`config.mk`:
```
export PLATFORM = sky130hd
export DESIGN_NAME = tt_scheduler
export DESIGN_NICKNAME = d
export VERILOG_FILES = /design/src/rtl/tt_pkg.sv /design/src/rtl/tt_channel.sv /design/src/rtl/tt_scheduler.sv
export SDC_FILE = /design/constraint.sdc
export NUM_CORES = 1
export LEC_CHECK = 0
export CAP_MARGIN = 40
export CORE_ASPECT_RATIO = 2
export CORE_MARGIN = 5
export CORE_UTILIZATION = 30
export DETAILED_ROUTE_END_ITERATION = 8
export PLACE_DENSITY_LB_ADDON = 0.12
export SLEW_MARGIN = 20
export SYNTH_ARGS = -nofsm -noshare
export SYNTH_HDL_FRONTEND = slang
export SYNTH_SLANG_ARGS = --single-unit
export TNS_END_PERCENT = 5
```
`constraint.sdc`:
```
create_clock -name clk -period 9.3 [get_ports clk]
set_input_delay 1.395 -clock clk [delete_from_list [all_inputs] [get_ports clk]]
set_output_delay 1.395 -clock clk [all_outputs]
set_load 0.05 [all_outputs]
```
`src/rtl/tt_pkg.sv`:
```
// Shared types and helpers for the time-triggered transmit scheduler.
package tt_pkg;

    localparam int unsigned TT_CH_W_MIN = 1;

    typedef enum logic [1:0] {
        IDLE   = 2'd0,
        ARMED  = 2'd1,
        FIRING = 2'd2
    } tt_state_e;

    // Wrap-safe release check: (gtb - nxt) viewed as signed at the sign bit
    // selected by sign_mask; reached when that difference is non-negative.
    function automatic logic time_reached(input logic [63:0] gtb,
                                          input logic [63:0] nxt,
                                          input logic [63:0] sign_mask);
        logic [63:0] diff;
        diff = gtb - nxt;
        return ((diff & sign_mask) == 64'd0);
    endfunction

endpackage

```
`src/rtl/tt_channel.sv`:
```
// One schedule channel: release-time compare, pulse timer and periodic re-arm.
module tt_channel
    import tt_pkg::*;
#(
    parameter int TIME_W = 32,
    parameter int LEN_W  = 8
) (
    input  logic              clk,
    input  logic              rst,
    input  logic [TIME_W-1:0] gtb_i,
    input  logic              wr_i,
    input  logic              dis_i,
    input  logic [TIME_W-1:0] time_i,
    input  logic [TIME_W-1:0] period_i,
    input  logic [LEN_W-1:0]  len_i,
    output logic              tx_o,
    output logic              armed_o,
    output logic              miss_o
);

    localparam logic [63:0] SIGN_MASK = 64'd1 << (TIME_W - 1);

    tt_state_e         state_q, state_d;
    logic [TIME_W-1:0] next_q, next_d;
    logic [TIME_W-1:0] period_q, period_d;
    logic [LEN_W-1:0]  len_q, len_d;
    logic [LEN_W-1:0]  count_q, count_d;
    logic              tx_q, tx_d;
    logic              miss_q, miss_d;

    logic [TIME_W-1:0] diff_s;
    logic              reached_s;

    assign diff_s    = gtb_i - next_q;
    assign reached_s = time_reached(64'(gtb_i), 64'(next_q), SIGN_MASK);

    // Next-state and next-output logic; disable beats write, write beats firing.
    always_comb begin
        state_d  = state_q;
        next_d   = next_q;
        period_d = period_q;
        len_d    = len_q;
        count_d  = count_q;
        tx_d     = 1'b0;
        miss_d   = 1'b0;
        if (dis_i) begin
            state_d = IDLE;
        end else if (wr_i) begin
            state_d  = ARMED;
            next_d   = time_i;
            period_d = period_i;
            len_d    = (len_i == '0) ? LEN_W'(1) : len_i;
            count_d  = '0;
        end else begin
            case (state_q)
                IDLE: begin
                    state_d = IDLE;
                end
                ARMED: begin
                    if (reached_s) begin
                        state_d = FIRING;
                        tx_d    = 1'b1;
                        miss_d  = (diff_s != '0);
                        count_d = len_q - LEN_W'(1);
                        if (period_q != '0) begin
                            next_d = next_q + period_q;
                        end else begin
                            next_d = next_q;
                        end
                    end else begin
                        state_d = ARMED;
                    end
                end
                FIRING: begin
                    if (count_q == '0) begin
                        state_d = (period_q != '0) ? ARMED : IDLE;
                    end else begin
                        tx_d    = 1'b1;
                        count_d = count_q - LEN_W'(1);
                    end
                end
                default: begin
                    state_d = IDLE;
                end
            endcase
        end
    end

    // State and output registers with synchronous reset.
    always_ff @(posedge clk) begin
        if (rst) begin
            state_q  <= IDLE;
            next_q   <= '0;
            period_q <= '0;
            len_q    <= '0;
            count_q  <= '0;
            tx_q     <= 1'b0;
            miss_q   <= 1'b0;
        end else begin
            state_q  <= state_d;
            next_q   <= next_d;
            period_q <= period_d;
            len_q    <= len_d;
            count_q  <= count_d;
            tx_q     <= tx_d;
            miss_q   <= miss_d;
        end
    end

    assign tx_o    = tx_q;
    assign miss_o  = miss_q;
    assign armed_o = (state_q == ARMED);

endmodule

```
`src/rtl/tt_scheduler.sv`:
```
// Multi-channel time-triggered transmit scheduler: decodes the config port
// and replicates one tt_channel per schedule channel.
module tt_scheduler
    import tt_pkg::*;
#(
    parameter  int CHANNELS = 4,
    parameter  int TIME_W   = 32,
    parameter  int LEN_W    = 8,
    localparam int CH_W     = (CHANNELS > 1) ? $clog2(CHANNELS) : int'(TT_CH_W_MIN)
) (
    input  logic                clk,
    input  logic                rst,
    input  logic [TIME_W-1:0]   gtb,
    input  logic                cfg_wr,
    input  logic                cfg_dis,
    input  logic [CH_W-1:0]     cfg_ch,
    input  logic [TIME_W-1:0]   cfg_time,
    input  logic [TIME_W-1:0]   cfg_period,
    input  logic [LEN_W-1:0]    cfg_len,
    output logic [CHANNELS-1:0] tx,
    output logic [CHANNELS-1:0] armed,
    output logic [CHANNELS-1:0] miss
);

    logic [CHANNELS-1:0] wr_s;
    logic [CHANNELS-1:0] dis_s;

    // Out-of-range channel numbers match no decoder output and are dropped.
    for (genvar i = 0; i < CHANNELS; i++) begin : g_ch
        assign wr_s[i]  = cfg_wr  && (cfg_ch == CH_W'(i));
        assign dis_s[i] = cfg_dis && (cfg_ch == CH_W'(i));

        tt_channel #(
            .TIME_W (TIME_W),
            .LEN_W  (LEN_W)
        ) u_ch (
            .clk      (clk),
            .rst      (rst),
            .gtb_i    (gtb),
            .wr_i     (wr_s[i]),
            .dis_i    (dis_s[i]),
            .time_i   (cfg_time),
            .period_i (cfg_period),
            .len_i    (cfg_len),
            .tx_o     (tx[i]),
            .armed_o  (armed[i]),
            .miss_o   (miss[i])
        );
    end

endmodule

```
Yosys cells after proc, flatten, opt, wreduce, memory -nomap -nowiden. Cells that the tools add are included.

Reduce and logical (&&, ||, !) cells: 66. Muxes and demuxes: 65. Equal/unequal tests: 27. Add/subtract/negate cells: 20. Bitwise operators: 12.

Operator list (count): $mux 32 (16); $logic_not 64->1 (4); $reduce_bool 32->1 (8); $sub 32x32->32 (8); $add 32x32->32 (4); $mux 8 (13); $pmux 8 s2 (4); $sub 8x1->8 const B (8); $logic_not 8->1 (5); $reduce_and 4->1 (8); $ne 3x2->1 const B (8); $reduce_bool 2->1 (12); $reduce_or 5->1 (4); $mux 1 (16); $mux 2 (8); $pmux 2 s2 (4); $eq 2x2->1 const B (6); $ne 3x1->1 const B (4); $not 1->1 (12); $reduce_bool 3->1 (4); $reduce_or 3->1 (4); $eq 2x1->1 const B (5); $logic_and 1x1->1 (8); $ne 2x1->1 const B (4); 4 further kinds (13).

Input port bits: 110. Word-level logic and storage cells: 222. Register bits after elaboration: 336.

Longest topological paths before layout.
Depth after elaboration: 5. Mapped depth: 17.

By module. From an unflattened synthesis, not the netlist that was laid out.

Cells, all modules: 4209. Area total of the unflattened synthesis: 30694.4 um2.

Modules (own cells, without submodules): tt_channel at g_ch[2].u_ch ... (area each 7721.2 um2, cells an instance 1066, seq. area each 1681.6 um2, instances 2); tt_channel at g_ch[1].u_ch (area each 7599.8 um2, cells an instance 1052, seq. area each 1681.6 um2, instances 1); tt_channel at g_ch[0].u_ch (area each 7589.8 um2, cells an instance 1017, seq. area each 1681.6 um2, instances 1); tt_scheduler (area each 62.6 um2, cells an instance 8, seq. area each 0.0 um2, instances 1).

Worst setup path before layout. No wires, ideal clock.

Path type: input port to flip-flop. Start: input port gtb[0]. End: register g_ch[2].u_ch.miss_q. Stages on the path: 13. Required time: 9.175 ns. Data arrival time: 4.191 ns. Buffers on the path: 0. Slack: 4.983 ns. Path through: inv_1 ha_1 fa_1 nor2b_1 o31a_1 o2111a_1 nor4_2 o31ai_1 nor3_1 or4_1 a2111o_1 nor4_1 a21oi_1.

Cells in the longest elaborated chain, start to end: 4.

Ends and longest elaborated chain: start, declared (RTL line tt_scheduler.sv:13) `input logic [TIME_W-1:0] gtb,`; $sub 32x32->32 (RTL line tt_pkg.sv:18, tt_channel.sv:34); $logic_not 64->1 (RTL line tt_pkg.sv:19) `return ((diff & sign_mask) == 64'd0);`; $not 1->1 (no source line); $reduce_or 5->1 (no source line); end signal, assigned (RTL line tt_channel.sv:106) `miss_q <= miss_d;`; end, declared (RTL line tt_channel.sv:29) `logic miss_q, miss_d;`.

Several ways; a longest one is shown, not always the timed one. A chain may end at the register's enable or synchronous reset.

Worst setup path in the final report.
Start: input port gtb[24]. End: register g_ch[1].u_ch.next_q[9].

Cells in the longest elaborated chain, start to end: 4.

Ends and longest elaborated chain: $sub 32x32->32 (RTL line tt_pkg.sv:18) `diff = gtb - nxt;`; $logic_not 64->1 (RTL line tt_pkg.sv:19); $reduce_bool 2->1 (no source line); $reduce_and 4->1 (no source line); end signal, assigned (RTL line tt_channel.sv:101) `next_q <= next_d;`; end, declared (RTL line tt_channel.sv:24) `logic [TIME_W-1:0] next_q, next_d;`.

No other way between the ends.

==> reports/results.tsv <==
stage	metric	value	unit
outcome	outcome	finished clean	
synth	number of synthesis warnings	0	
timing	setup ws final	3.93	ns
setup_path	R2R Path End	g_ch[0].u_ch.next_q[15]	
hold_path	Hold Path Sink	g_ch[1].u_ch.len_q[1]	
timing	fin crit share	0.577	
synth	leading area contributor after synthesis	dfxtp_1	
grt	total grt overflow	0	
synth	Seq/Total Area, Yosys	0.234	
hold_path	Hold Path Cell Cnt	2	
cells_and_area	FILL cells	10268	
cells_and_area	layout cells sized above 1	0.0427	
grt	initial antenna violation count	7	
synth	count leader, synth	nand2_1	
timing	endpoints failing hold	0	
synth	Avg Inst Size Synth	7.24	µm²
synth	mux contribution to synthesized area	0.0135	
timing	f_max	0.186	GHz
timing	max_slew headroom	0.360	
setup_path	r2r worst-path depth	14	
placed_design	Post-DP HPWL	107	mm
drt	WL per Instance	25.0	µm
timing	worst-margin pin slew	0.957	ns
clock_network	Clock Tree Buf Depth	3	
clock_network	Post-CTS Setup Bufs	0	
clock_network	Worst-Skew Late Latency	0.56	ns
timing	clk_skew	0.0154	ns
power	power per cell area	133	nW/µm²
clock_network	clock sinks	336	
synth	FFs w/ async S/R, synth	0	
drt	DRC	0	
synth	Synth Area in Compound Gates	0.286	
floorplan	Rows	160	
clock_network	total CTS buffers	35	
floorplan	initial core utilization	0.302	
grt	first-pass GRT wire length	187	mm
setup_path	reg2reg start	g_ch[0].u_ch.next_q[1]	
clock_network	post_cts resized	0	
timing	Setup Viol. Count Final	0	
setup_path	FF-to-FF setup slack	5.11	ns
clock_network	CTS tree	built	
cells_and_area	Area Growth Syn to Fin	11.6	%
cells_and_area	non-filler cells, final	5200	
floorplan	DIE WIDTH	229	µm
setup_path	WS Path Type	input port to flip-flop	
floorplan	Ports	122	
timing	RSZ-0062 raised after global routing	no	
hold_path	Worst Hold Launch	g_ch[1].u_ch.len_q[1]	
cells_and_area	post-layout util	0.337	
drt	Routed WL	130	mm
clock_network	Clock Tree Root	clkbuf_16	
synth	Area contributors post-synth	dfxtp_1 (23%), ha_1 (11%), nand2_1 (8.2%), a21oi_1 (7.7%), nor2_1 (4.3%)	
synth	mapped cell area	28700	µm²
cells_and_area	multi-input logic area	20300	µm²
setup_path	Critical Path Source Type	input port	
grt	vias in the first global route	28796	
synth	synthesized-area fraction occupied by adder cells	0.119	
cells_and_area	Reg area	6730	µm²
drt	Starting DRT DRC Count	1498	
setup_path	arrival time of the worst setup path	5.78	ns
synth	largest family of logic cells by synthesized area	compound AO/OA/AOI/OAI gates	
flow_run	max cap viols	0	
placed_design	# port buffers	121	
synth	Synth top area share	0.234	
drt	drt first pass iters	5	
power	Peak VDD IR	0.106	mV
power	Pwr Total	4.26	mW
timing	Final TNS setup	0	ns
drt	drt via density	5.58	
synth	Post-Synth XOR/XNOR Area	0.0511	
synth	synth cell count leaders	nand2_1 (626), a21oi_1 (440), dfxtp_1 (336)	
cells_and_area	nets@finish	4332	
setup_path	crit end category	flip-flop	
synth	post-synthesis cell type count	106	
clock_network	CTS clk-pin slew, worst paths	0.07	ns
placed_design	DP Worst Slack	3.36	ns
clock_network	CTS H-tree lvls	2	
floorplan	core area	95100	µm²
setup_path	worst path required time	9.72	ns
drt	Antenna Nets Post-Route	0	
synth	Simple-Gate Fraction of Synth Area	0.236	
grt	GRT Total Usage	0.242	
floorplan	Die Y	448	µm
timing	Final min period	5.37	ns
drt	Via Count	29001	
placed_design	gpl congestion	0.967	
clock_network	Hold-fix buffers, CTS	0	
setup_path	Worst Path Max Fanout	39	
floorplan	die area	102000	µm²
hold_path	worst hold path class	flip-flop to flip-flop	
synth	Synth Register Bits	336	
synth	Post-Synthesis Cells	3970	
power	P_leak	12.4	nW
synth	Mapped Nets	4348	
timing	count of pins over their slew limit	0	
placed_design	dpl cells	5131	
synth	ys flop type	dfxtp_1	
grt	largest net degree at the start of global routing	92	
synth	EDFF count, synth	0	
worst max path at each step:
stage	start	endpoint	slack, ns	cells after the start
6_report	gtb[24]	g_ch[1].u_ch.next_q[9]	3.93	13
5_1_grt	gtb[1]	g_ch[1].u_ch.miss_o	3.71	14
4_1_cts	gtb[1]	g_ch[1].u_ch.miss_o	3.93	14
3_5_place_dp	gtb[1]	g_ch[1].u_ch.miss_o	3.36	14
3_3_place_gp	gtb[24]	g_ch[1].u_ch.next_q[9]	3.23	12
2_1_floorplan	gtb[0]	g_ch[2].u_ch.miss_o	4.98	13
state kept, by name (all words and copies together) (netlist names):
name                cells
g_ch.u_ch.next_q      128
g_ch.u_ch.period_q    128
g_ch.u_ch.count_q      32
g_ch.u_ch.len_q        32
g_ch.u_ch.state_q       8
g_ch.u_ch.miss_o        4
g_ch.u_ch.tx_o          4
stage by stage:
stage | hold WS, ns | cell area, µm²
after floorplan | 0.436 | 28700
after global placement | 0.444 | 30800
after detailed placement | 0.449 | 30800
after CTS | 0.465 | 32000
after global routing | 0.480 | 32100
final | 0.459 | 32100
critical path: stages:
cell and delay, ns:
clkdlybuf4s50_1 0.84, ha_1 0.61, a21oi_2 0.28, nor2b_1 0.08
o21ai_1 0.13, nand2b_1 0.18, or4_1 0.52, o211ai_2 0.31
xor2_1 0.30, a41o_2 0.57, buf_12 0.27, mux2i_1 0.21
nor2_1 0.05
logic make-up after synthesis:
logic type               count (synthesis)
AO/OA/AOI/OAI                         1265
XOR/XNOR                               167
adder cells (fa/ha/maj)                268
buffers and inverters                  419
flip-flops                             336
multiplexers                            38
AND/OR/NAND/NOR                       1477
cell type report:
cell class	instances	share of cell area
Inverter	212	0.0248
Clock inverter	12	0.00612
Timing Repair Buffer	154	0.0466
Clock buffer	50	0.0316
Sequential cell	336	0.210
Multi-Input combinational cell	3215	0.633
Antenna cell	6	0.000468
Tap cell	1215	0.0474
per-layer routing:
layer  part of all wire  up-vias  global-route usage
met2               0.50      659               0.448
met5            0.00035        -                   0
met3              0.027      376              0.0191
met1               0.34    13637               0.226
li1                   -    14321                   -
met4               0.13        8               0.249
placed cells by master, fill, tap and decap left out, types with 53 or more instances in the layout:
master	count
o21ai_0	210
inv_1	211
a21o_1	105
nand2_1	626
ha_1	260
nand3_1	93
nor4_1	53
xor2_1	71
a211oi_1	84
a21oi_1	440
xnor2_1	95
clkdlybuf4s50_1	120
nor2_1	322
dfxtp_1	336
nor3_1	75
where the power goes:
group	total [mW]	internal [mW]	switching (mW)
clock network	1.58	0.903	0.672
registers	1.54	1.48	0.0527
logic	1.15	0.408	0.742
total	4.26	2.80	1.47
Note: power is estimated with default switching activity, not from simulation.
